**src/rtl/fitness_pkg.sv**
```systemverilog
`default_nettype none
// ============================================================================
// Module      : fitness_pkg
// Description : FSM state type and width helpers for fitness_knapsack_eval.
// Revision    : 1.0 - initial release
// ============================================================================
package fitness_pkg;

  typedef enum logic [1:0] {
    IDLE = 2'd0,
    EVAL = 2'd1,
    DONE = 2'd2
  } state_t;

  function automatic int idx_w(input int gene_num);
    return (gene_num > 1) ? $clog2(gene_num) : 1;
  endfunction

  function automatic int sum_w(input int val_w, input int gene_num);
    return val_w + idx_w(gene_num);
  endfunction

  function automatic int wsum_w(input int wt_w, input int gene_num);
    return wt_w + idx_w(gene_num);
  endfunction

endpackage
`default_nettype wire

```
**src/rtl/gene_idx_cnt.sv**
```systemverilog
`default_nettype none
// ============================================================================
// Module      : gene_idx_cnt
// Description : Gene index counter; clear has priority over enable.
// Revision    : 1.0 - initial release
// ============================================================================
module gene_idx_cnt #(
  parameter int IDX_W = 3
) (
  input  logic             clk_i,
  input  logic             rst_i,
  input  logic             en_i,
  input  logic             clr_i,
  output logic [IDX_W-1:0] idx_o
);

  always_ff @(posedge clk_i or posedge rst_i) begin
    if (rst_i) begin
      idx_o <= '0;
    end else if (clr_i) begin
      idx_o <= '0;
    end else if (en_i) begin
      idx_o <= idx_o + IDX_W'(1);
    end
  end

endmodule
`default_nettype wire

```
**src/rtl/fitness_knapsack_eval.sv**
```systemverilog
`default_nettype none
// ============================================================================
// Module      : fitness_knapsack_eval
// Description : Walks one chromosome per transaction, accumulates selected
//               item value/weight and returns a knapsack fitness score.
//               Optional macro KNAPSACK_PENALTY_EN: overweight solutions are
//               penalised by the excess weight instead of scoring zero.
// Revision    : 1.0 - initial release
// ============================================================================
module fitness_knapsack_eval
  import fitness_pkg::*;
#(
  parameter  int          GENE_NUM = 8,
  parameter  int          VAL_W    = 8,
  parameter  int          WT_W     = 8,
  parameter  int unsigned CAPACITY = 100,
  localparam int          IDX_W    = idx_w(GENE_NUM),
  localparam int          SUM_W    = sum_w(VAL_W, GENE_NUM),
  localparam int          WSUM_W   = wsum_w(WT_W, GENE_NUM)
) (
  input  logic                clk_i,
  input  logic                rst_i,
  input  logic [GENE_NUM-1:0] chrom_i,
  input  logic                chrom_valid_i,
  output logic                chrom_ready_o,
  input  logic                flush_i,
  output logic [IDX_W-1:0]    gene_idx_o,
  input  logic [VAL_W-1:0]    gene_val_i,
  input  logic [WT_W-1:0]     gene_wt_i,
  output logic [SUM_W-1:0]    fit_o,
  output logic                fit_valid_o,
  input  logic                fit_ready_i,
  output logic                busy_o
);

  state_t              r_state;
  state_t              w_state_nxt;
  logic [GENE_NUM-1:0] r_chrom;
  logic [SUM_W-1:0]    r_val_sum;
  logic [WSUM_W-1:0]   r_wt_sum;
  logic [SUM_W-1:0]    r_fit;
  logic [SUM_W-1:0]    w_val_nxt;
  logic [WSUM_W-1:0]   w_wt_nxt;
  logic [IDX_W-1:0]    w_idx;
  logic                w_last;
  logic                w_accept;
  logic                w_cnt_en;
  logic                w_cnt_clr;

  function automatic logic [SUM_W-1:0] calc_fit(input logic [SUM_W-1:0]  v,
                                                input logic [WSUM_W-1:0] w);
`ifdef KNAPSACK_PENALTY_EN
    localparam int EXT_W = (SUM_W > WSUM_W) ? SUM_W : WSUM_W;
    logic [EXT_W-1:0] v_ext;
    logic [EXT_W-1:0] over;
`endif
    if (w <= WSUM_W'(CAPACITY)) begin
      return v;
    end
`ifdef KNAPSACK_PENALTY_EN
    v_ext = EXT_W'(v);
    over  = EXT_W'(w) - EXT_W'(CAPACITY);
    return (v_ext > over) ? SUM_W'(v_ext - over) : '0;
`else
    return '0;
`endif
  endfunction

  gene_idx_cnt #(
    .IDX_W (IDX_W)
  ) u_gene_idx_cnt (
    .clk_i (clk_i),
    .rst_i (rst_i),
    .en_i  (w_cnt_en),
    .clr_i (w_cnt_clr),
    .idx_o (w_idx)
  );

  assign w_accept  = (r_state == IDLE) && chrom_valid_i;
  assign w_last    = (w_idx == IDX_W'(GENE_NUM - 1));
  assign w_cnt_en  = (r_state == EVAL);
  assign w_cnt_clr = flush_i || w_accept || ((r_state == EVAL) && w_last);

  // Only selected genes contribute; ROM data is valid in the same cycle
  assign w_val_nxt = r_val_sum + (r_chrom[w_idx] ? SUM_W'(gene_val_i) : '0);
  assign w_wt_nxt  = r_wt_sum  + (r_chrom[w_idx] ? WSUM_W'(gene_wt_i) : '0);

  always_ff @(posedge clk_i or posedge rst_i) begin
    if (rst_i) begin
      r_state <= IDLE;
    end else begin
      r_state <= w_state_nxt;
    end
  end

  always_comb begin
    w_state_nxt = r_state;
    case (r_state)
      IDLE:    if (chrom_valid_i) w_state_nxt = EVAL;
      EVAL:    if (w_last)        w_state_nxt = DONE;
      DONE:    if (fit_ready_i)   w_state_nxt = IDLE;
      default:                    w_state_nxt = IDLE;
    endcase
    if (flush_i) begin
      w_state_nxt = IDLE;
    end
  end

  always_ff @(posedge clk_i or posedge rst_i) begin
    if (rst_i) begin
      r_chrom   <= '0;
      r_val_sum <= '0;
      r_wt_sum  <= '0;
      r_fit     <= '0;
    end else if (flush_i) begin
      r_val_sum <= '0;
      r_wt_sum  <= '0;
    end else if (w_accept) begin
      r_chrom   <= chrom_i;
      r_val_sum <= '0;
      r_wt_sum  <= '0;
    end else if (r_state == EVAL) begin
      r_val_sum <= w_val_nxt;
      r_wt_sum  <= w_wt_nxt;
      if (w_last) begin
        r_fit <= calc_fit(w_val_nxt, w_wt_nxt);
      end
    end
  end

  assign chrom_ready_o = (r_state == IDLE);
  assign fit_valid_o   = (r_state == DONE);
  assign busy_o        = (r_state != IDLE);
  assign fit_o         = r_fit;
  assign gene_idx_o    = (r_state == EVAL) ? w_idx : '0;

endmodule
`default_nettype wire

```
**config.mk**
```make
export PLATFORM = sky130hd
export DESIGN_NAME = fitness_knapsack_eval
export DESIGN_NICKNAME = d
export VERILOG_FILES = /design/src/rtl/fitness_pkg.sv /design/src/rtl/gene_idx_cnt.sv /design/src/rtl/fitness_knapsack_eval.sv
export SDC_FILE = /design/constraint.sdc
export NUM_CORES = 1
export LEC_CHECK = 0
export ABC_AREA = 1
export CORE_MARGIN = 2
export CORE_UTILIZATION = 32
export DETAILED_ROUTE_END_ITERATION = 8
export PLACE_DENSITY = 0.53
export SYNTH_ARGS = -nofsm -noshare
export SYNTH_HDL_FRONTEND = slang
export SYNTH_SLANG_ARGS = --single-unit
```
**constraint.sdc**
```tcl
create_clock -name clk_i -period 3.6 [get_ports clk_i]
set_input_delay 0.54 -clock clk_i [delete_from_list [all_inputs] [get_ports clk_i]]
set_output_delay 0.54 -clock clk_i [all_outputs]
set_load 0.01 [all_outputs]
```
After elaboration in Yosys (flattened, before gate mapping)

Cells that the tools add are included.

Bits in registers: 46
Bits of input ports: 29
Output and inout bits: 17
Word-level logic and storage cells: 55

$add $sub $neg: 3
Magnitude comparators: 2
Equal/unequal tests: 6
Mux-type cells: 25
Bitwise operators: 2
Reduce and logical (&&, ||, !) cells: 11

Operator list:

| kind                  | count |
|---|---|
| $mux W11              | 8 |
| $add A11 B8 Y11       | 2 |
| $mux W8               | 2 |
| $le A11 B7 Y1 const B | 1 |
| $mux W3               | 3 |
| $mux W2               | 4 |
| $mux W1               | 6 |
| $ne A3 B2 Y1 const B  | 2 |
| $pmux W2 S3           | 1 |
| $lt A3 B4 Y1 const B  | 1 |
| $reduce_and A4 Y1     | 1 |
| $reduce_bool A2 Y1    | 2 |
| $add A3 B1 Y3 const B | 1 |
| $bmux W1 S3           | 1 |
| $eq A3 B3 Y1 const B  | 1 |
| $ne A3 B3 Y1 const B  | 1 |
| $reduce_and A3 Y1     | 1 |
| $reduce_bool A3 Y1    | 1 |
| $eq A2 B1 Y1 const B  | 1 |
| $eq A2 B2 Y1 const B  | 1 |
| $logic_and A1 B1 Y1   | 2 |
| $logic_not A2 Y1      | 1 |
| $logic_or A1 B1 Y1    | 2 |
| $not A1 Y1            | 2 |
| $reduce_and A2 Y1     | 1 |

Depth between registers and ports, before layout

Gate-level depths: netlist of run 1.

Depth after elaboration: 11
Depth in mapped cells: 21
Mapped depth without buffers: 20

Hierarchy

From an unflattened synthesis of run 1, not the netlist that was laid out.

Cell total of the unflattened synthesis: 405
Area total of the unflattened synthesis: 2934.1 um^2

By module, submodules not included:

| module                | times used | cells an instance | area an instance (um^2) | sequential area each (um^2) |
|---|---|---|---|---|
| fitness_knapsack_eval | 1          | 387               | 2790.2                  | 1076.0 |
| gene_idx_cnt          | 1          | 18                | 143.9                   | 75.1 |

Worst setup path after synthesis of run 1

OpenSTA, ideal clock, no wires.

Path type: register to register
From: register u_gene_idx_cnt.idx_o[0]
To: register r_fit[4] (netlist: fit_o[4])
Library setup time: 0.065 ns
Arrival time: 2.568 ns
Data required time: 3.535 ns
Path slack: 0.967 ns
Stages on the path, launching flop included: 19
Buffers on the path: 2
Period minus slack after synthesis: 2.633 ns
Cells stage by stage: dfrtp_1 -> inv_1 -> nor2_1 -> o21ai_0 -> o21ai_2 -> buf_2 -> nor2_1 -> fa_1 -> nand2_1 -> inv_1 -> nand2_1 -> nand2_2 -> nand2_2 -> nand2_4 -> xor2_2 -> nor2_2 -> buf_6 -> nand3_2 -> nand2_1

Word-level cells in the longest chain between the ends: 11
Elaborated cells on any way between the ends: 16
Those cells by class: add/sub: 2; order compare: 1; eq/ne: 1; mux: 11; reduce/logical: 1

RTL lines:

| element                       | RTL line                                                 | source |
|---|---|---|
| start, declared               | gene_idx_cnt.sv:14                                       | `output logic [IDX_W-1:0] idx_o` |
| start signal, assigned        | gene_idx_cnt.sv:23                                       | `idx_o <= idx_o + IDX_W'(1);` |
| $bmux W1 S3                   | fitness_knapsack_eval.sv:85, fitness_knapsack_eval.sv:86 |  |
| $mux W1 (not written as such) | fitness_knapsack_eval.sv:85, fitness_knapsack_eval.sv:86 |  |
| $mux W8                       | fitness_knapsack_eval.sv:86                              | `assign w_wt_nxt = r_wt_sum + (r_chrom[w_idx] ? WSUM_W'(gene_wt_i) : '0);` |
| $add A11 B8 Y11               | fitness_knapsack_eval.sv:86                              |  |
| $le A11 B7 Y1                 | fitness_knapsack_eval.sv:57                              | `if (w <= WSUM_W'(CAPACITY)) begin` |
| $mux W1                       | fitness_knapsack_eval.sv:57                              |  |
| $mux W1                       | fitness_knapsack_eval.sv:125                             | `if (w_last) begin` |
| $mux W1                       | fitness_knapsack_eval.sv:122                             | `end else if (r_state == EVAL) begin` |
| $mux W1                       | fitness_knapsack_eval.sv:118                             | `end else if (w_accept) begin` |
| $mux W1                       | fitness_knapsack_eval.sv:115                             | `end else if (flush_i) begin` |
| $mux W11                      | fitness_knapsack_eval.sv:65                              | `return '0;` |
| end signal, assigned          | fitness_knapsack_eval.sv:126                             | `r_fit <= calc_fit(w_val_nxt, w_wt_nxt);` |
| end, declared                 | fitness_knapsack_eval.sv:41                              | `logic [SUM_W-1:0] r_fit;` |

Parallel ways exist; a longest one is shown, timed or not. The select of a mux whose other input is x is not followed.
A chain may end at the register's enable or synchronous reset.

Final worst setup path of run 1

From: register u_gene_idx_cnt.idx_o[0]
To: register r_fit[9] (netlist: fit_o[9])

The elaborated chain is that of the path after synthesis.

==> results of run 1 <==
[final timing paths]
check | from | endpoint | slack (ns) | cells past startpoint
max in group asynchronous | rst_i | r_wt_sum[10] | 2.23 | 2
min reg2reg | fit_o[9] | fit_o[9] | 0.49 | 2
max | u_gene_idx_cnt.idx_o[0] | fit_o[9] | 0.44 | 18
min | fit_o[9] | fit_o[9] | 0.49 | 2
min in group asynchronous | rst_i | fit_o[0] | 0.77 | 2
max reg2reg | u_gene_idx_cnt.idx_o[0] | fit_o[9] | 0.44 | 18
[through the flow]
| stage | std cells | instance area, um^2 |
|---|---|---|
| after CTS | 584 | 3760 |
| after floorplan | 408 | 3090 |
| after detailed placement | 576 | 3670 |
| final | 584 | 3760 |
| after global placement | 576 | 3670 |
| after global routing | 584 | 3760 |
[sequential cells by signal, summed over array words and instances (netlist names)]
name / cells
fit_o: 11
u_gene_idx_cnt.idx_o: 3
r_val_sum: 11
r_state: 2
r_wt_sum: 11
r_chrom: 8
[power breakdown]
part           total (mW)  switching [mW]  internal [mW]
combinational       0.337           0.204          0.133
sequential          0.568          0.0197          0.548
clock               0.337           0.182          0.155
[tightest hold or removal path, stage by stage, from the launching register on]
cell     delay [ns]
dfrtp_1        0.35
nand2_1        0.05
nand2_1        0.06
[cell families (layout without fill, tap and decap cells)]
group | Yosys count | after routing | synth area share
XOR/XNOR | 7 | 7 | 0.0223
flip-flops | 46 | 46 | 0.372
AO/OA/AOI/OAI | 50 | 50 | 0.0935
adder cells (fa/ha/maj) | 20 | 20 | 0.0858
AND/OR/NAND/NOR | 205 | 205 | 0.310
buffers and inverters | 75 | 122 | 0.0979
multiplexers | 5 | 5 | 0.0182
[cell type report]
class / count / area [um^2] / share of cell area
Multi-Input combinational cell: 287 / 1640 / 0.436
Sequential cell: 46 / 1150 / 0.306
Timing Repair Buffer: 48 / 473 / 0.126
Inverter: 66 / 248 / 0.0658
Tap cell: 129 / 161 / 0.0429
Clock buffer: 7 / 86.3 / 0.0229
Clock inverter: 1 / 5.00 / 0.00133
[synth_stat cells, types with 2 or more instances]
library cell and n:
nand2_1 107, inv_1 63, dfrtp_1 46, nor2_1 38
nand3_1 27, a21oi_1 21, ha_1 18, o21ai_0 18
nand3_2 13, nand2_2 8, xor2_1 6, buf_2 5
mux2_2 5, a32o_1 4, nand4_1 4, inv_2 3
nor2_4 3, buf_6 2, clkbuf_1 2, fa_1 2
nor2_2 2
[layer usage]
layer  global-route usage  up-vias
met3               0.0328        8
met5                    0        -
li1                     -     1384
met4               0.0369        0
met1                0.202     1255
met2                0.244       54
==> summary.txt, run 1 <==
Status
  • Status: complete, no violations

Global route
  • Initial antenna violation count: 0
  • Number of global-route vias before repair: 2626
  • Largest net degree at the start of global routing: 47
  • GRT Overall Usage: 0.149
  • Gr ovfl total: 0
  • First-pass GRT wire length: 12300 um

Power and ir drop
  • Total power: 1.24 mW
  • Leakage: 1.93 nW
  • Max IR drop VDD: 0.000168 V
  • Cell Pwr Density: 330 mW/mm^2

Place
  • HPWL after DPL: 5510 um
  • Pre-CTS WS: 0.465 ns
  • Number of port buffers: 45
  • GP Congestion: 0.860

Clock tree
  • Number of gates resized after CTS: 0
  • H-tree depth: 2
  • Setup bufs post-CTS: 0
  • CTS Buf Count: 5
  • Root Driver: clkbuf_8
  • Worst-skew pair later-pin latency: 0.31 ns
  • CTS max path bufs: 2
  • Hold Buf Count CTS: 0
  • Clock Sinks: 46
  • Clock transition at path regs: 0.08 ns
  • CTS tree: built

Detailed routing
  • Total Wirelength: 7240 um
  • Drt pass-1 iters: 4
  • Routed len/inst: 12.4 um
  • Met3 WL post-DR: 367 um
  • Residual DRC count: 0
  • Routed Antenna Nets: 0
  • Post-Route M1 WL: 3460 um
  • Drt via density: 4.63
  • Vias: 2701
  • Met2 wire len: 3330 um
  • Uppermost layer routed: met4
  • Drt initial violations: 78

Synth
  • Post-Syn Area: 0.00309 mm^2
  • Flops & latches, synth: 46
  • Post-Syn Area per Cell: 7.58 um^2
  • Ys async rst share: 1.00
  • Top_reg_cell synth: dfrtp_1
  • Cell accounting for the most synthesized area: dfrtp_1
  • Mapped Cells: 408
  • Share of Yosys cell area claimed by the top area cell type: 0.372
  • Cell variety after synth: 32
  • EDFF count, synth: 0
  • Syn. warnings: 0
  • Area contributors post-synth: dfrtp_1 37%, nand2_1 13%, inv_1 7.6%
  • Syn_nets: 457
  • Sequential share of the synthesized area: 0.372

STA
  • RSZ-0062 raised after global routing: false
  • Fin Setup TNS: 0 ns
  • Final Hold Viols: 0
  • Setup Viol. Count Final: 0
  • Setup ws final: 0.436 ns
  • Hold Worst Slack: 0.489 ns
  • Fmax: 316 MHz
  • Post-route minimum period: 3.16 ns
  • Post-route clock period utilization: 0.879
  • Clock skew: 0.00938 ns
  • Fin. max-slew vios: 0
  • Worst Max-Slew Pin Slew: 0.972 ns
  • Rel. slew slack: 0.351

Layout
  • Fillers: 985
  • Most frequent cells in the layout: 107 x nand2_1, 62 x inv_1, 46 x dfrtp_1, 45 x clkdlybuf4s50_1, 38 x nor2_1
  • Final #Nets: 503
  • Ant. Diodes: 0
  • Layout cell share with drive strength beyond 1: 0.110
  • Most common cell after layout, fill and taps aside: nand2_1
  • Synth-to-layout area growth: 21.7%
  • Finished Core Util: 0.403

Floorplanning
  • DIE HEIGHT: 102 um
  • Number of top-level pins: 46
  • Die Area: 0.0105 mm^2
  • Area of the core: 0.00933 mm^2
  • DIE WIDTH: 102 um
  • Initial Util: 0.332
  • Row Count: 35

Flow run
  • Max Cap Viol: 0

Critical path
  • Setup crit end kind: flop
  • Worst-path maximum fanout: 11
  • CP Buf/Inv Count: 2
  • Kind of critical path: flop to flop
  • CP most frequent cell: nand2_1
  • Critical Path Source Type: flop
  • Worst path slowest cell: dfrtp_1
  • Crit-path leading delay family: simple AND/OR/NAND/NOR gates
  • Worst EP required: 3.84 ns
  • WP data arrival: 3.41 ns
  • CP max stage delay: 0.47 ns
  • CP Cell Sequence: inv_1 > nor2_1 > o21ai_0 > o21ai_2 > nor2_1 > ha_1 > fa_1 > nand2_1 > inv_1 > nand2_1 > nand3b_1 > nand2_1 > nand3_1 > nand3_1 > nand2_1 > nor2_4 > nand3_1 > nand2_1

Min path
  • HP Class: flop to flop
Note: power is estimated with default switching activity, not from simulation.
==> run 2, diff against run 1 <==
--- a/config.mk
+++ b/config.mk
@@ -8,8 +8,8 @@
 export ABC_AREA = 1
 export CORE_MARGIN = 2
 export CORE_UTILIZATION = 32
+export CTS_CLUSTER_DIAMETER = 30
 export DETAILED_ROUTE_END_ITERATION = 8
-export PLACE_DENSITY = 0.53
 export SYNTH_ARGS = -nofsm -noshare
 export SYNTH_HDL_FRONTEND = slang
 export SYNTH_SLANG_ARGS = --single-unit
==> summary.txt, run 2 (synthesis gave the netlist of run 1 again) <==
Global route
  • Largest net degree at the start of global routing: 47 (unchanged)
  • Number of global-route vias before repair: 2723 (+3.7%)
  • Gr ovfl total: 0 (unchanged)
  • Initial antenna violation count: 0 (unchanged)
  • First-pass GRT wire length: 12400 um (+0.50%)
  • GRT Overall Usage: 0.148 (-0.00120)

Floorplanning
  • DIE HEIGHT: 102 um (unchanged)
  • Initial Util: 0.332 (unchanged)
  • Number of top-level pins: 46 (unchanged)
  • DIE WIDTH: 102 um (unchanged)
  • Die Area: 0.0105 mm^2 (unchanged)
  • Row Count: 35 (unchanged)
  • Area of the core: 0.00933 mm^2 (unchanged)

Place
  • HPWL after DPL: 5400 um (-2.0%)
  • Number of port buffers: 45 (unchanged)
  • GP Congestion: 0.881 (+2.4%)
  • Pre-CTS WS: 0.496 ns (+0.0315 ns)

Layout
  • Final #Nets: 503 (unchanged)
  • Layout cell share with drive strength beyond 1: 0.110 (+0.000242)
  • Most common cell after layout, fill and taps aside: nand2_1
  • Multi-input gate area: 0.00164 mm^2 (unchanged)
  • Most frequent cells in the layout: 107 x nand2_1, 62 x inv_1, 46 x dfrtp_1, 45 x clkdlybuf4s50_1, 38 x nor2_1
  • Ant. Diodes: 0 (unchanged)
  • Finished Core Util: 0.406 (+0.00228)
  • Fillers: 958 (-2.7%)
  • Seq. cell area: 0.00115 mm^2 (unchanged)
  • Synth-to-layout area growth: 22.4%

Power and ir drop
  • Max IR drop VDD: 0.000213 V (+27%)
  • Total power: 1.31 mW (+5.3%)
  • Leakage: 1.94 nW (+0.47%)
  • Cell Pwr Density: 346 mW/mm^2 (+4.7%)

Critical path
  • WP data arrival: 3.36 ns (-0.05 ns)
  • Worst EP required: 3.84 ns (about the same)
  • CP Cell Sequence: inv_1 > nor2_1 > o21ai_0 > o21ai_2 > nor2_1 > ha_1 > fa_1 > nand2_1 > inv_1 > nand2_1 > nand3b_1 > nand2_1 > nand3_1 > nand3_1 > nand2_1 > nor2_4 > nand3_1 > nand2_1
  • Flop-to-flop setup slack: 0.49 ns (+0.05 ns)
  • Kind of critical path: flop to flop
  • CP most frequent cell: nand2_1
  • Setup crit end kind: flop
  • Worst path slowest cell: dfrtp_1
  • Critical Path Source Type: flop
  • Worst-path maximum fanout: 11 (unchanged)
  • CP max stage delay: 0.48 ns (about the same)

STA
  • Rel. slew slack: 0.362 (+0.0110)
  • Worst Max-Slew Pin Slew: 0.956 ns (-0.0164 ns)
  • Hold Worst Slack: 0.484 ns (-0.00491 ns)
  • Post-route minimum period: 3.11 ns (-0.0499 ns)
  • Setup ws final: 0.486 ns (+0.0499 ns)
  • Fmax: 321 MHz (+1.6%)
  • Clock skew: 0.00294 ns (-0.00644 ns)
  • Post-route clock period utilization: 0.865 (-0.0139)
  • Fin Setup TNS: 0 ns (unchanged)
  • Final Hold Viols: 0 (unchanged)
  • RSZ-0062 raised after global routing: false
  • Fin. max-slew vios: 0 (unchanged)
  • Setup Viol. Count Final: 0 (unchanged)

Clock tree
  • CTS tree: built
  • H-tree depth: 2 (unchanged)
  • Clock transition at path regs: 0.09 ns (about the same)
  • CTS max path bufs: 2 (unchanged)
  • Setup bufs post-CTS: 0 (unchanged)
  • CTS Buf Count: 5 (unchanged)
  • Hold Buf Count CTS: 0 (unchanged)
  • Root Driver: clkbuf_8
  • Number of gates resized after CTS: 0 (unchanged)
  • Worst-skew pair later-pin latency: 0.30 ns (about the same)
  • Clock Sinks: 46 (unchanged)

Detailed routing
  • Vias: 2682 (-0.70%)
  • Drt initial violations: 129 (+65%)
  • Drt pass-1 iters: 4 (unchanged)
  • Total Wirelength: 7120 um (-1.6%)
  • Residual DRC count: 0 (unchanged)
  • Routed len/inst: 12.2 um (-1.4%)
  • Drt via density: 4.60 (-0.53%)
  • Routed Antenna Nets: 0 (unchanged)

Min path
  • HP Class: flop to flop

Status
  • Status: complete, no violations

Flow run
  • Max Cap Viol: 0 (unchanged)
run 2: changes by cell type in the layout (fill, tap and decap cells not counted):
cell,change
clkbuf_1,-1
bufinv_16,+1
clkinv_2,-1
run 2: final cells by class:
type	instances	area share
clock inverters	1	0.00793
clock buffers	6	0.0218
multi-input cells	287	0.433
inverters	66	0.0655
repair buffers	48	0.125
flip-flops and latches	46	0.304
well taps	129	0.0426
run 2: through the flow:
step                      area [um^2]  instances
after global routing             3780        583
after detailed placement         3670        576
after global placement           3670        576
after CTS                        3780        583
after floorplan                  3090        408
final                            3780        583
run 2: final timing paths:
path / startpoint / cells past startpoint / to
worst max-delay path: u_gene_idx_cnt.idx_o[0] / 18 / fit_o[9]
worst min-delay path: fit_o[5] / 2 / fit_o[5]
worst max register to register: u_gene_idx_cnt.idx_o[0] / 18 / fit_o[9]
worst min register to register: fit_o[5] / 2 / fit_o[5]
max in group asynchronous: rst_i / 2 / r_wt_sum[8]
min in group asynchronous: rst_i / 2 / r_state[1]
run 2: worst max-delay path: cells and delay by family (launching register included):
family	cells	cell delay, ns
simple gates	12	1.29
fa+ha+maj	2	0.64
flops	1	0.48
compound gates	2	0.48
buf+inv	2	0.16
run 2: report_power, final:
part / switching, mW / internal (mW)
clock network: 0.179 / 0.222
logic: 0.204 / 0.134
registers: 0.0204 / 0.548
run 2: layer usage:
metal  share of wire  up-vias  global-route usage
li1                -     1388                   -
met1            0.48     1242               0.198
met2            0.48       46               0.252
met3           0.033        6              0.0239
met4           0.010        0              0.0359
met5               0        -                   0
